`src/rtl/mem_arbiter.sv`:
```
// Two-master (fetch / load-store) arbiter onto a single memory bus.
// One transaction in flight; data has priority except right after a data transaction.
module mem_arbiter (
  input  logic        clk,
  input  logic        reset,
  input  logic        inst_req,
  input  logic [31:0] inst_addr,
  output logic        inst_addr_ok,
  output logic        inst_data_ok,
  output logic [31:0] inst_rdata,
  input  logic        data_req,
  input  logic        data_wr,
  input  logic [3:0]  data_wstrb,
  input  logic [31:0] data_addr,
  input  logic [31:0] data_wdata,
  output logic        data_addr_ok,
  output logic        data_data_ok,
  output logic [31:0] data_rdata,
  output logic        mem_req,
  output logic        mem_wr,
  output logic [31:0] mem_addr,
  output logic [3:0]  mem_wstrb,
  output logic [31:0] mem_wdata,
  input  logic        mem_gnt,
  input  logic        mem_rvalid,
  input  logic [31:0] mem_rdata
);

  typedef enum logic [1:0] {
    IDLE     = 2'd0,
    WAIT_GNT = 2'd1,
    WAIT_RSP = 2'd2
  } state_e;

  state_e      state_q, state_d;
  logic [31:0] addr_q, addr_d;
  logic        wr_q, wr_d;
  logic [3:0]  wstrb_q, wstrb_d;
  logic [31:0] wdata_q, wdata_d;
  logic        src_data_q, src_data_d;
  logic        last_data_q, last_data_d;
  logic        inst_ok_q, inst_ok_d;
  logic        data_ok_q, data_ok_d;
  logic [31:0] inst_rdata_q, inst_rdata_d;
  logic [31:0] data_rdata_q, data_rdata_d;
  logic        sel_data, sel_inst;

  // Inst only beats data when both request and data was served last.
  always_comb begin
    sel_data = (state_q == IDLE) && data_req
               && !(inst_req && last_data_q);
    sel_inst = (state_q == IDLE) && inst_req && !sel_data;
  end

  always_comb begin
    state_d      = state_q;
    addr_d       = addr_q;
    wr_d         = wr_q;
    wstrb_d      = wstrb_q;
    wdata_d      = wdata_q;
    src_data_d   = src_data_q;
    last_data_d  = last_data_q;
    inst_ok_d    = 1'b0;
    data_ok_d    = 1'b0;
    inst_rdata_d = inst_rdata_q;
    data_rdata_d = data_rdata_q;
    unique case (state_q)
      IDLE: begin
        if (sel_data) begin
          state_d     = WAIT_GNT;
          addr_d      = data_addr;
          wr_d        = data_wr;
          wstrb_d     = data_wr ? data_wstrb : 4'b0000;
          wdata_d     = data_wdata;
          src_data_d  = 1'b1;
          last_data_d = 1'b1;
        end else if (sel_inst) begin
          state_d     = WAIT_GNT;
          addr_d      = inst_addr;
          wr_d        = 1'b0;
          wstrb_d     = 4'b0000;
          wdata_d     = 32'h0;
          src_data_d  = 1'b0;
          last_data_d = 1'b0;
        end
      end
      WAIT_GNT: begin
        if (mem_gnt) state_d = WAIT_RSP;
      end
      WAIT_RSP: begin
        if (mem_rvalid) begin
          state_d = IDLE;
          if (src_data_q) begin
            data_ok_d = 1'b1;
            if (!wr_q) data_rdata_d = mem_rdata;
          end else begin
            inst_ok_d    = 1'b1;
            inst_rdata_d = mem_rdata;
          end
        end
      end
      default: state_d = IDLE;
    endcase
  end

  always_ff @(posedge clk or posedge reset) begin
    if (reset) begin
      state_q      <= IDLE;
      addr_q       <= 32'h0;
      wr_q         <= 1'b0;
      wstrb_q      <= 4'b0000;
      wdata_q      <= 32'h0;
      src_data_q   <= 1'b0;
      last_data_q  <= 1'b0;
      inst_ok_q    <= 1'b0;
      data_ok_q    <= 1'b0;
      inst_rdata_q <= 32'h0;
      data_rdata_q <= 32'h0;
    end else begin
      state_q      <= state_d;
      addr_q       <= addr_d;
      wr_q         <= wr_d;
      wstrb_q      <= wstrb_d;
      wdata_q      <= wdata_d;
      src_data_q   <= src_data_d;
      last_data_q  <= last_data_d;
      inst_ok_q    <= inst_ok_d;
      data_ok_q    <= data_ok_d;
      inst_rdata_q <= inst_rdata_d;
      data_rdata_q <= data_rdata_d;
    end
  end

  assign inst_addr_ok = sel_inst && !reset;
  assign data_addr_ok = sel_data && !reset;
  assign inst_data_ok = inst_ok_q;
  assign data_data_ok = data_ok_q;
  assign inst_rdata   = inst_rdata_q;
  assign data_rdata   = data_rdata_q;
  assign mem_req      = (state_q == WAIT_GNT);
  assign mem_wr       = wr_q;
  assign mem_addr     = addr_q;
  assign mem_wstrb    = wstrb_q;
  assign mem_wdata    = wdata_q;

endmodule
```
`config.mk`:
```
export PLATFORM = sky130hd
export DESIGN_NAME = mem_arbiter
export DESIGN_NICKNAME = d
export VERILOG_FILES = /design/src/rtl/mem_arbiter.sv
export SDC_FILE = /design/constraint.sdc
export NUM_CORES = 1
export LEC_CHECK = 0
export BUFFER_PORTS_ARGS = -buffer_cell sky130_fd_sc_hd__clkbuf_2
export CORE_MARGIN = 2
export CORE_UTILIZATION = 47
export DETAILED_ROUTE_END_ITERATION = 10
export PLACE_DENSITY = 0.81
export SLEW_MARGIN = 20
export SYNTH_ARGS = -nofsm -noshare
export SYNTH_HDL_FRONTEND = slang
export SYNTH_SLANG_ARGS = --single-unit
export TNS_END_PERCENT = 20
```
`constraint.sdc`:
```
create_clock -name clk -period 4.45 [get_ports clk]
set_input_delay 0 -clock clk [delete_from_list [all_inputs] [get_ports clk]]
set_output_delay 0 -clock clk [all_outputs]
set_load 0.05 [all_outputs]
```
## Yosys cells after proc, flatten, opt, wreduce, memory -nomap -nowiden

Cells that the tools add are included.

| word-level totals | value |
|---|---|
| register bits after elaboration | 138 |
| bits in latches | 0 |
| memory bits (writable) | 0 |
| ROM bits | 0 |
| output and inout bits | 138 |
| memories kept | 0 |

| operators by class | value |
|---|---|
| $add $sub $neg | 0 |
| $mul | 0 |
| divide/modulo/power cells | 0 |
| order comparisons | 0 |
| equality and inequality tests | 5 |
| shift-type cells | 0 |
| muxes and demuxes | 21 |
| bitwise operators | 2 |
| reduce and logical (&&, ||, !) cells | 16 |

Operator list:

| operator | count |
|---|---|
| 2-to-1 mux 32 bit | 4 |
| 2-to-1 mux 4 bit | 3 |
| 2-to-1 mux 1 bit | 9 |
| 2-to-1 mux 2 bit | 4 |
| logical AND 1 bit | 7 |
| one-hot mux 2 bit (3 select lines) | 1 |
| AND reduction 3 bit | 2 |
| AND reduction 4 bit | 1 |
| logical NOT 1 bit | 3 |
| inequality test 3 bit (second input constant) | 1 |
| == test 2 x 1 -> 1 bit (second input constant) | 1 |
| == test 2 bit (second input constant) | 1 |
| logical NOT 2 bit | 1 |
| inequality test 2 x 1 -> 1 bit (second input constant) | 1 |
| inequality test 2 bit (second input constant) | 1 |
| NOT 1 bit | 2 |
| AND reduction 2 bit | 1 |
| nonzero test 2 bit | 1 |

## Longest topological paths before layout

Gate-level depths: netlist of the first run.

| logic depth | value |
|---|---|
| depth in word-level cells | 8 |
| depth in mapped cells | 6 |

## Least setup slack after synthesis of the first run

OpenSTA, ideal clock, no wires.

| timing path | value |
|---|---|
| kind | flip-flop to output port |
| start point | reg state_q[0] |
| end point | out inst_addr_ok |
| data arrival time | 2.319 ns |
| slack | 2.131 ns |
| stages on the path, launching flop included | 6 |
| buffers on the path | 3 |
| cell sequence | dfrtp_1 or3b_1 buf_6 buf_6 clkbuf_1 nor3_1 |

| between the ends | value |
|---|---|
| cells in the longest elaborated chain, start to end | 6 |
| elaborated cells on any way between the ends | 7 |
| those cells by class | reduce/logical: 7 |

RTL lines:

| what | line | RTL |
|---|---|---|
| start: declaration | 35 | `state_e state_q, state_d;` |
| start signal: assignment | 120 | `state_q <= state_d;` |
| logical NOT 2 bit (*) | 50, 52 |  |
| logical AND 1 bit | 50 | `sel_data = (state_q == IDLE) && data_req` |
| logical AND 1 bit | 51 | `&& !(inst_req && last_data_q);` |
| logical NOT 1 bit | 52 | `sel_inst = (state_q == IDLE) && inst_req && !sel_data;` |
| logical AND 1 bit (*) | 52 |  |
| logical AND 1 bit (*) | 134 | `assign inst_addr_ok = sel_inst && !reset;` |
| end: declaration | 8 | `output logic inst_addr_ok,` |

Every way passes the cells marked *; elsewhere a longest branch is shown, timed or not.

## Worst setup path in the final report of the first run

| timing path | value |
|---|---|
| start point | reg last_data_q |
| end point | reg addr_q[24], in the netlist mem_addr[24] |

| between the ends | value |
|---|---|
| cells in the longest elaborated chain, start to end | 7 |
| elaborated cells on any way between the ends | 8 |
| those cells by class | mux: 1; reduce/logical: 7 |

RTL lines:

| what | line | RTL |
|---|---|---|
| start: declaration | 41 | `logic last_data_q, last_data_d;` |
| start signal: assignment | 126 | `last_data_q <= last_data_d;` |
| logical AND 1 bit (*) | 51 |  |
| logical NOT 1 bit (*) | 51 |  |
| logical AND 1 bit (*) | 51 |  |
| logical NOT 1 bit | 52 |  |
| logical AND 1 bit | 52 |  |
| nonzero test 2 bit (no line) | -- |  |
| AND reduction 2 bit (no line) | -- |  |
| end signal: assignment | 121 | `addr_q <= addr_d;` |
| end: declaration | 36 | `logic [31:0] addr_q, addr_d;` |

Marks and branches as above.
A chain may end at the register's enable or synchronous reset.

==> results of run 1 <==
-- cells in the mapped netlist (4+ instances only) --
cell type	n
dfrtp_1	138
mux2i_1	37
mux2_2	75
buf_1	4
buf_2	9
inv_1	35
mux2_4	52
clkbuf_1	5
nand2_1	45
-- timing repair --
item | 4_1_cts | 5_1_grt
endpoints found under the hold margin | 222 | 0
setup endpoints to repair | 0 | 0
hold buffers | 141 | 0
-- cells in the final DEF, fill, tap and decap left out, drive strengths merged --
cell type and count:
dfrtp 138, clkinv 6, and4b 1, clkbuf 295, nor3 1, or3b 1
diode 3, mux2i 37, clkinvlp 4, o21ai 1, a21boi 1, nand2 45
dlygate4sd3 141, nor3b 1, mux2 128, inv 38, buf 5, o311ai 1
nor2 2, nor2b 2, nand2b 1
-- area by class of cell --
cell class | count | area [um^2] | share of cell area
sequential | 138 | 3450 | 0.365
timing repair buffer | 422 | 2830 | 0.299
multi-input combinational | 222 | 2280 | 0.241
clock buffer | 19 | 433 | 0.0458
tap | 172 | 215 | 0.0228
inverter | 35 | 136 | 0.0144
clock inverter | 13 | 97.6 | 0.0103
antenna | 3 | 7.51 | 0.000794
-- registers in the layout, summed over array words and instances, names as in the netlist --
register and count:
mem_wr 1, inst_rdata 32, data_data_ok 1, mem_wstrb 4, last_data_q 1, mem_addr 32, state_q 2, mem_wdata 32
data_rdata 32, inst_data_ok 1
-- kinds of logic (layout without fill, tap and decap cells) --
logic type	count (synthesis)	count (layout)	share of synthesized area
mux	165	165	0.335
flops	138	138	0.577
buf+inv	57	489	0.0456
simple gates	54	54	0.0387
compound gates	3	3	0.00355
other cells	0	3	0
-- metal layers --
layer,wire length (um),share of wire,global-route usage,vias to the layer above
met3,1150,0.061,0.0716,64
met4,722,0.038,0.147,0
met1,6620,0.35,0.280,2465
li1,-,-,-,2247
met5,0,0,0,-
met2,10300,0.55,0.503,217
-- how the worst max path moves through the flow --
stage	to	start	cells past startpoint	slack (ns)
2_1_floorplan	data_data_ok	reset	1	0.75
3_3_place_gp	mem_addr[18]	last_data_q	4	2.17
3_5_place_dp	mem_addr[6]	last_data_q	4	2.03
4_1_cts	mem_addr[12]	last_data_q	5	1.45
5_1_grt	mem_addr[17]	last_data_q	5	1.28
6_report	mem_addr[24]	last_data_q	5	1.42
-- power groups by stage --
stage / Combinational (W) / Sequential (W) / Clock, W
after floorplan: 0.00129 / 0.00413 / 0
after global placement: 0.00407 / 0.00215 / 0
after detailed placement: 0.00416 / 0.00219 / 0
after CTS: 0.00452 / 0.00218 / 0.00128
after global routing: 0.00478 / 0.00227 / 0.00136
final: 0.00460 / 0.00221 / 0.00127
-- worst reg2reg max path, delay by kind of cell (launching register included) --
kind,cells,cell delay [ns]
and+or+nand+nor,1,0.57
AOI/OAI and AO/OA,1,0.42
DFF,1,0.43
muxes,1,0.36
buffers and inverters,2,1.13
-- metrics by stage --
| step | util | total power, W | setup slack [ns] |
|---|---|---|---|
| floorplan | - | 0.00542 | 0.754 |
| global placement | 0.599 | 0.00622 | 2.17 |
| detailed placement | 0.599 | 0.00635 | 2.03 |
| CTS | 0.754 | 0.00798 | 1.45 |
| global route | 0.755 | 0.00841 | 1.28 |
| finish | 0.755 | 0.00808 | 1.42 |
==> results.cfg, run 1 <==
[clocking]
post_cts_resize_count = 0
cts_max_level = 4
cts.sink_count = 138
clkLatencyLatePin_ns = 0.41
numCtsBuffers = 17
cts-root-buf = clkbuf_16
post_cts_buffers = 0
cts_tree = done
cts.path.max_buffers = 2
path_clk_slew_ns = 0.06

[cells_and_area]
nFillCells = 776
stdcell_count = 1024
finalNetCount = 975
design_area_um2 = 9450
area_growth_syn_to_layout_pct = 57.9
drive_above_1_share = 0.522

[sta]
hold_violations = 0
post-route-period-util = 0.682
worstMarginPinSlew_ns = 0.876
rsz0062_at_grt = false
slew-limit-headroom = 0.416
finalSetupViolCount = 0
finalSetupTns_ns = 0
max_freq_mhz = 330
period_minus_slack_ns = 3.03
fin_skew_ns = 0.00727
finalMaxSlewViolations = 0
whs_ns = 0.357

[pwr]
leakagePower_nw = 5.17
pwr-share-comb = 0.569
powerDensity_nw_per_um2 = 855
intPower_w = 0.00414
p_seq_frac = 0.274
sw_frac_of_total = 0.488
p_switching_w = 0.00394
power_frac_clock = 0.157
vdd_drop_max_uv = 554

[place]
dp.cells = 848
portBuffers = 276
place.gp.congestion = 0.736
post_dp_cell_area_um2 = 7500
dp_hpwl_mm = 10.5

[yosys]
ys_seq_elements = 138
synth_warnings = 0
synth_top_area_frac = 0.577
synth_area_leaders = dfrtp_1, mux2_2, mux2_4
synthCells = 417
synth_flop_cell = dfrtp_1
ys_async_sr_fraction = 1.00
ys_types = 22
synth.largest_area_cell = dfrtp_1
synth_edf_count = 0
synth.cell_area_um2 = 5990
synth_nets = 556
yosysSeqAreaShare = 0.577
syn_avg_cell_area_um2 = 14.4

[routing]
drt_first_pass_iters = 4
vias = 4993
drc = 0
avgRoutedWirePerCell_um = 18.4
routed_wirelength_mm = 18.8
ant_nets = 0
viasPerCell = 4.88
drt_iter0_drc = 241

[die]
die-area_um2 = 13700
ioPinCount = 277
row_count = 41
die_x_um = 117
core_um2 = 12500
start_util = 0.478
dieHeight_um = 117

[worst_setup_path]
worst_setup_path_end_kind = flip-flop
critical-path-max-stage-delay_ns = 0.58
r2r_cells = 5
reg2reg_to = mem_addr[24]
crit_slowest_cell = dlygate4sd3_1
r2r_start = last_data_q
crit_type = flip-flop to flip-flop
crit_required_ns = 4.73
r2r_slack_ns = 1.42
path_max_fanout = 52
critPathBufInv = 2
critPathArrivalTime_ns = 3.32
cp-start-kind = flip-flop
crit_family = buffers and inverters
crit_chain = a21boi_0 -> nand2_4 -> buf_4 -> mux2_4 -> dlygate4sd3_1

[global_route]
grt_pass1_wl_mm = 27.9
grt_pass1_vias = 5469
grt_overflow = 0
antenna_found_initial = 2
grt_max_degree = 88
grt_util_all_layers = 0.272

[worst_hold_path]
holdCritPathClass = primary input to asynchronous set/reset pin

[run_status]
status = complete, no violations

[run]
drv_cap = 0
(Power assumes the default switching activity.)
==> run 2, diff against run 1 <==
Settings changed: ABC_AREA from default to 1, CORE_UTILIZATION 47 to 43, PLACE_DENSITY 0.81 to 0.78.
Clock period 4.45 ns to 2.6 ns, I/O delays scaled along.
==> run 2 against run 1 <==
Wire length is 5.0% higher. Via count is 32% higher. Highest routed layer unchanged. Die area is 14% higher.
==> results.cfg, run 2 <==
[run_status]
status = complete, no violations

[sta]
finalMaxSlewViolations = 0
max_freq_mhz = 432
period_minus_slack_ns = 2.31
worstMarginPinSlew_ns = 0.638
rsz0062_at_grt = false
finalSetupTns_ns = 0
finalSetupViolCount = 0
fin_skew_ns = 0.00887
post-route-period-util = 0.890
slew-limit-headroom = 0.575
hold_violations = 0

[clocking]
clkLatencyLatePin_ns = 0.41
cts_tree = done
cts.path.max_buffers = 2
cts.sink_count = 138
cts-root-buf = clkbuf_16
numCtsBuffers = 17
post_cts_buffers = 0
post_cts_resize_count = 0
cts_max_level = 4
path_clk_slew_ns = 0.06

[worst_setup_path]
crit_chain = nand2_4 -> nand3_4 -> buf_4 -> nand2_1 -> nand2_1 -> dlygate4sd3_1 -> nand2_1
critical-path-max-stage-delay_ns = 0.56
reg2reg_to = mem_addr[25]
crit_type = flip-flop to flip-flop
r2r_cells = 7
crit_path_frequent_cell = nand2_1
cp-start-kind = flip-flop
crit_required_ns = 2.94
critPathArrivalTime_ns = 2.65
path_max_fanout = 35
r2r_slack_ns = 0.29
crit_slowest_cell = dlygate4sd3_1
r2r_start = last_data_q
worst_setup_path_end_kind = flip-flop

[routing]
drt_iter0_drc = 520
drc = 0
avgRoutedWirePerCell_um = 15.1
vias = 6612
viasPerCell = 5.05
routed_wirelength_mm = 19.8
drt_first_pass_iters = 5
ant_nets = 0

[yosys]
syn_avg_cell_area_um2 = 8.68
synth_common_cells = nand2_1, dfrtp_1, nand3_1
synth_flop_cell = dfrtp_1
synth.largest_area_cell = dfrtp_1
synth_top_area_frac = 0.552
synth_area_leaders = dfrtp_1, nand2_1, nand3_1
synthCells = 720
synth_edf_count = 0
synth.cell_area_um2 = 6250
synth_warnings = 0
ys_seq_elements = 138
yosysMostFrequentCell = nand2_1
synth_nets = 859
yosysSeqAreaShare = 0.552
ys_types = 22
ys_async_sr_fraction = 1.00

[cells_and_area]
utilization = 0.675
n_antenna_cell = 0
most-common-layout-cells = clkbuf_2, nand2_1, dfrtp_1, dlygate4sd3_1, nand3_1
drive_above_1_share = 0.314
design_area_um2 = 9700
finalNetCount = 1252
final_common_cell = clkbuf_2
stdcell_count = 1310
area_growth_syn_to_layout_pct = 55.1

[die]
die-area_um2 = 15500
row_count = 44
die_x_um = 125
ioPinCount = 277
start_util = 0.435
dieHeight_um = 125
core_um2 = 14400

[global_route]
gr-max-usage-layer = met2
grt_use_met2 = 0.428
antenna_found_initial = 0
grt_pass1_vias = 6602
use_met1 = 0.311
grt_max_degree = 66
grt_pass1_wl_mm = 32.2
grt_overflow = 0
grt_util_all_layers = 0.255
grtUsageMet3 = 0.0580

[run]
drv_cap = 0

[place]
place.gp.congestion = 0.847
portBuffers = 276
post_dp_cell_area_um2 = 7670
dp_hpwl_mm = 11.7
dp.cells = 1139

[pwr]
p_total_w = 0.0143
powerDensity_nw_per_um2 = 1480
vdd_drop_max_uv = 816
leakagePower_nw = 5.38

[worst_hold_path]
holdCritPathClass = primary input to asynchronous set/reset pin
## run 2: per-stage QoR
step                      setup WS [ns]  hold slack (ns)
after floorplan                   0.658            0.107
after global placement            0.691           0.0155
after detailed placement          0.650           0.0164
after CTS                        0.0998            0.142
after global routing              0.139            0.167
final                             0.286            0.152
## run 2: cell families (layout without fill, tap and decap cells)
family,after synthesis,after routing,share of synthesized area
buf+inv,129,534,0.101
flops,138,138,0.552
simple gates,387,388,0.281
compound gates,66,66,0.0653
## run 2: metal layers
| metal | share of wire | vias up |
|---|---|---|
| met3 | 0.073 | 64 |
| met1 | 0.39 | 3058 |
| met5 | 0 | - |
| met2 | 0.49 | 357 |
| li1 | - | 3133 |
| met4 | 0.042 | 0 |
## run 2: how the worst max path moves through the flow
stage                           start             to  slack [ns]  cells past startpoint
after detailed placement  last_data_q  mem_wdata[29]        0.65                      5
after CTS                 last_data_q   mem_addr[25]         0.1                      7
after global routing      last_data_q   mem_addr[25]        0.14                      7
after global placement    last_data_q  mem_wdata[31]        0.69                      5
final                     last_data_q   mem_addr[25]        0.29                      7
after floorplan            state_q[0]   inst_addr_ok        0.66                      4
## run 2: repair_timing
action                     in CTS  in global routing
hold endpoints to repair      151                  0
setup endpoints to repair       0                 26
hold buffers                  138                  0
## run 2: worst max-delay path: cells and delay by family (launching register included)
family	cells	cell delay, ns
and+or+nand+nor	5	0.94
buffers and inverters	2	0.88
DFF	1	0.43
## run 2: layout make-up
| cell class | instances | area [um^2] |
|---|---|---|
| Clock inverter | 10 | 138 |
| Inverter | 72 | 274 |
| Timing Repair Buffer | 430 | 2920 |
| Clock buffer | 22 | 494 |
| Multi-Input combinational cell | 454 | 2190 |
| Sequential cell | 138 | 3450 |
| Fill cell | 1013 | 4670 |
| Tap cell | 184 | 230 |
## run 2: power by group
part | internal [W] | leakage, nW | switching, W
clock | 0.00164 | 0.309 | 0.000885
sequential | 0.00321 | 1.74 | 0.000660
combinational | 0.00199 | 3.33 | 0.00596
==> run 3, diff against run 2 <==
Settings changed: CORE_MARGIN 2 to 1.
==> run 3 against run 2 <==
Design area about the same. Global-route usage up 0.72 points. Hold slack better by 0.15 ns. Combinational power increased by 0.8%.
==> results.cfg, run 3 (synthesis gave the netlist of run 2 again) <==
[worst_setup_path]
crit_type = flip-flop to flip-flop
cp-start-kind = flip-flop
worst_setup_path_end_kind = flip-flop
path_max_fanout = 36
crit_required_ns = 2.95
critPathLaunch = last_data_q
r2r_slack_ns = 0.16
r2r_start = last_data_q
critPathArrivalTime_ns = 2.79

[sta]
rsz0062_at_grt = false
finalSetupViolCount = 0
whs_ns = 0.297
slew-limit-headroom = 0.522
hold_violations = 0
max_freq_mhz = 409
period_minus_slack_ns = 2.44
worstMarginPinSlew_ns = 0.716
finalSetupTns_ns = 0
finalMaxSlewViolations = 0
post-route-period-util = 0.940
fin_skew_ns = 0.00667

[routing]
drt_iter0_drc = 533
vias = 6656
wl_met3_mm = 1.75
routed_wirelength_mm = 20.0
avgRoutedWirePerCell_um = 15.3
top_layer_used = met4
wl_met1_mm = 7.58
wl_met2_mm = 9.88
drc = 0
drt_first_pass_iters = 5
ant_nets = 0
viasPerCell = 5.10

[global_route]
grt_pass1_vias = 6429
antenna_found_initial = 0
grt_util_all_layers = 0.263
grt_max_degree = 86
grt_pass1_wl_mm = 30.6
grt_overflow = 0

[die]
ioPinCount = 277
die_x_um = 123
row_count = 43
dieHeight_um = 123
die-area_um2 = 15000
start_util = 0.445
core_um2 = 14000

[clocking]
cts_tree = done
cts.path.max_buffers = 2
clkLatencyLatePin_ns = 0.41
path_clk_slew_ns = 0.06
cts.sink_count = 138
numCtsBuffers = 17
cts-root-buf = clkbuf_16
cts_max_level = 4

[pwr]
intPower_w = 0.00682
p_switching_w = 0.00754
vdd_drop_max_uv = 815
powerDensity_nw_per_um2 = 1480
leakagePower_nw = 5.38
pwr-share-comb = 0.558
p_seq_frac = 0.270
sw_frac_of_total = 0.525
power_frac_clock = 0.173

[cells_and_area]
n_antenna_cell = 0
drive_above_1_share = 0.313
most-common-layout-cells = clkbuf_2, nand2_1, dlygate4sd3_1
area_growth_syn_to_layout_pct = 55.2
finalNetCount = 1252
final_common_cell = clkbuf_2

[worst_hold_path]
holdCritPathClass = primary input to asynchronous set/reset pin

[place]
place.gp.congestion = 0.814
portBuffers = 276
dp_hpwl_mm = 11.8

[run_status]
status = complete, no violations

[run]
drv_cap = 0
==> run 3: cell types whose count changed in the layout (fill, tap and decap cells not counted), sizes merged <==
cell / previous run / this run
clkbuf: 298 / 297
clkinv: 4 / 5
dlygate4sd3: 138 / 139
nand3: 138 / 137
==> run 3: final timing paths <==
| path | endpoint | cells past startpoint |
|---|---|---|
| max | mem_addr[12] | 7 |
| min | mem_wdata[14] | 3 |
| max reg2reg | mem_addr[12] | 7 |
| min reg2reg | inst_rdata[22] | 2 |
| max in group asynchronous | inst_rdata[23] | 4 |
| min in group clk | last_data_q | 3 |
==> run 3: area by class of cell <==
type,instances,area (um^2)
fill,963,4340
sequential,138,3450
timing repair buffer,431,2960
multi-input combinational,453,2180
clock buffer,21,470
inverter,72,274
tap,180,225
clock inverter,11,143
==> run 3: metrics by stage <==
stage                     std cells  instance area, um^2  setup WS [ns]  utilization  power [W]
after floorplan                 720                 6250          0.658            -    0.00959
after global placement         1132                 7670          0.647        0.546     0.0112
after detailed placement       1132                 7670          0.631        0.546     0.0113
after CTS                      1303                 9680          0.107        0.689     0.0142
after global routing           1306                 9700         0.0394        0.691     0.0151
final                          1306                 9700          0.157        0.691     0.0144
==> run 3: critical path, cell delays in order (launching register included) <==
cell	delay, ns
dfrtp_1	0.45
nand2_4	0.36
nand3_4	0.38
buf_4	0.38
nand2_1	0.12
nand2_1	0.06
dlygate4sd3_1	0.56
nand2_1	0.06
==> run 3: per-layer routing <==
layer,track usage,vias to the layer above
met5,0,-
met3,0.0748,74
li1,-,3131
met4,0.141,0
met1,0.302,3077
met2,0.441,374
==> run 3: repair_timing <==
item / CTS / global route
setup buffers: 0 / 3
hold buffers: 139 / 0
gates resized for setup: 0 / 1
endpoints found under the hold margin: 164 / 0
endpoints found under the setup margin: 0 / 32
==> run 3: power by group through the flow <==
stage	clock, W	combinational, W	sequential (W)
after floorplan	0	0.00220	0.00739
after global placement	0	0.00731	0.00385
after detailed placement	0	0.00742	0.00387
after CTS	0.00252	0.00786	0.00385
after global routing	0.00262	0.00852	0.00398
final	0.00248	0.00801	0.00388
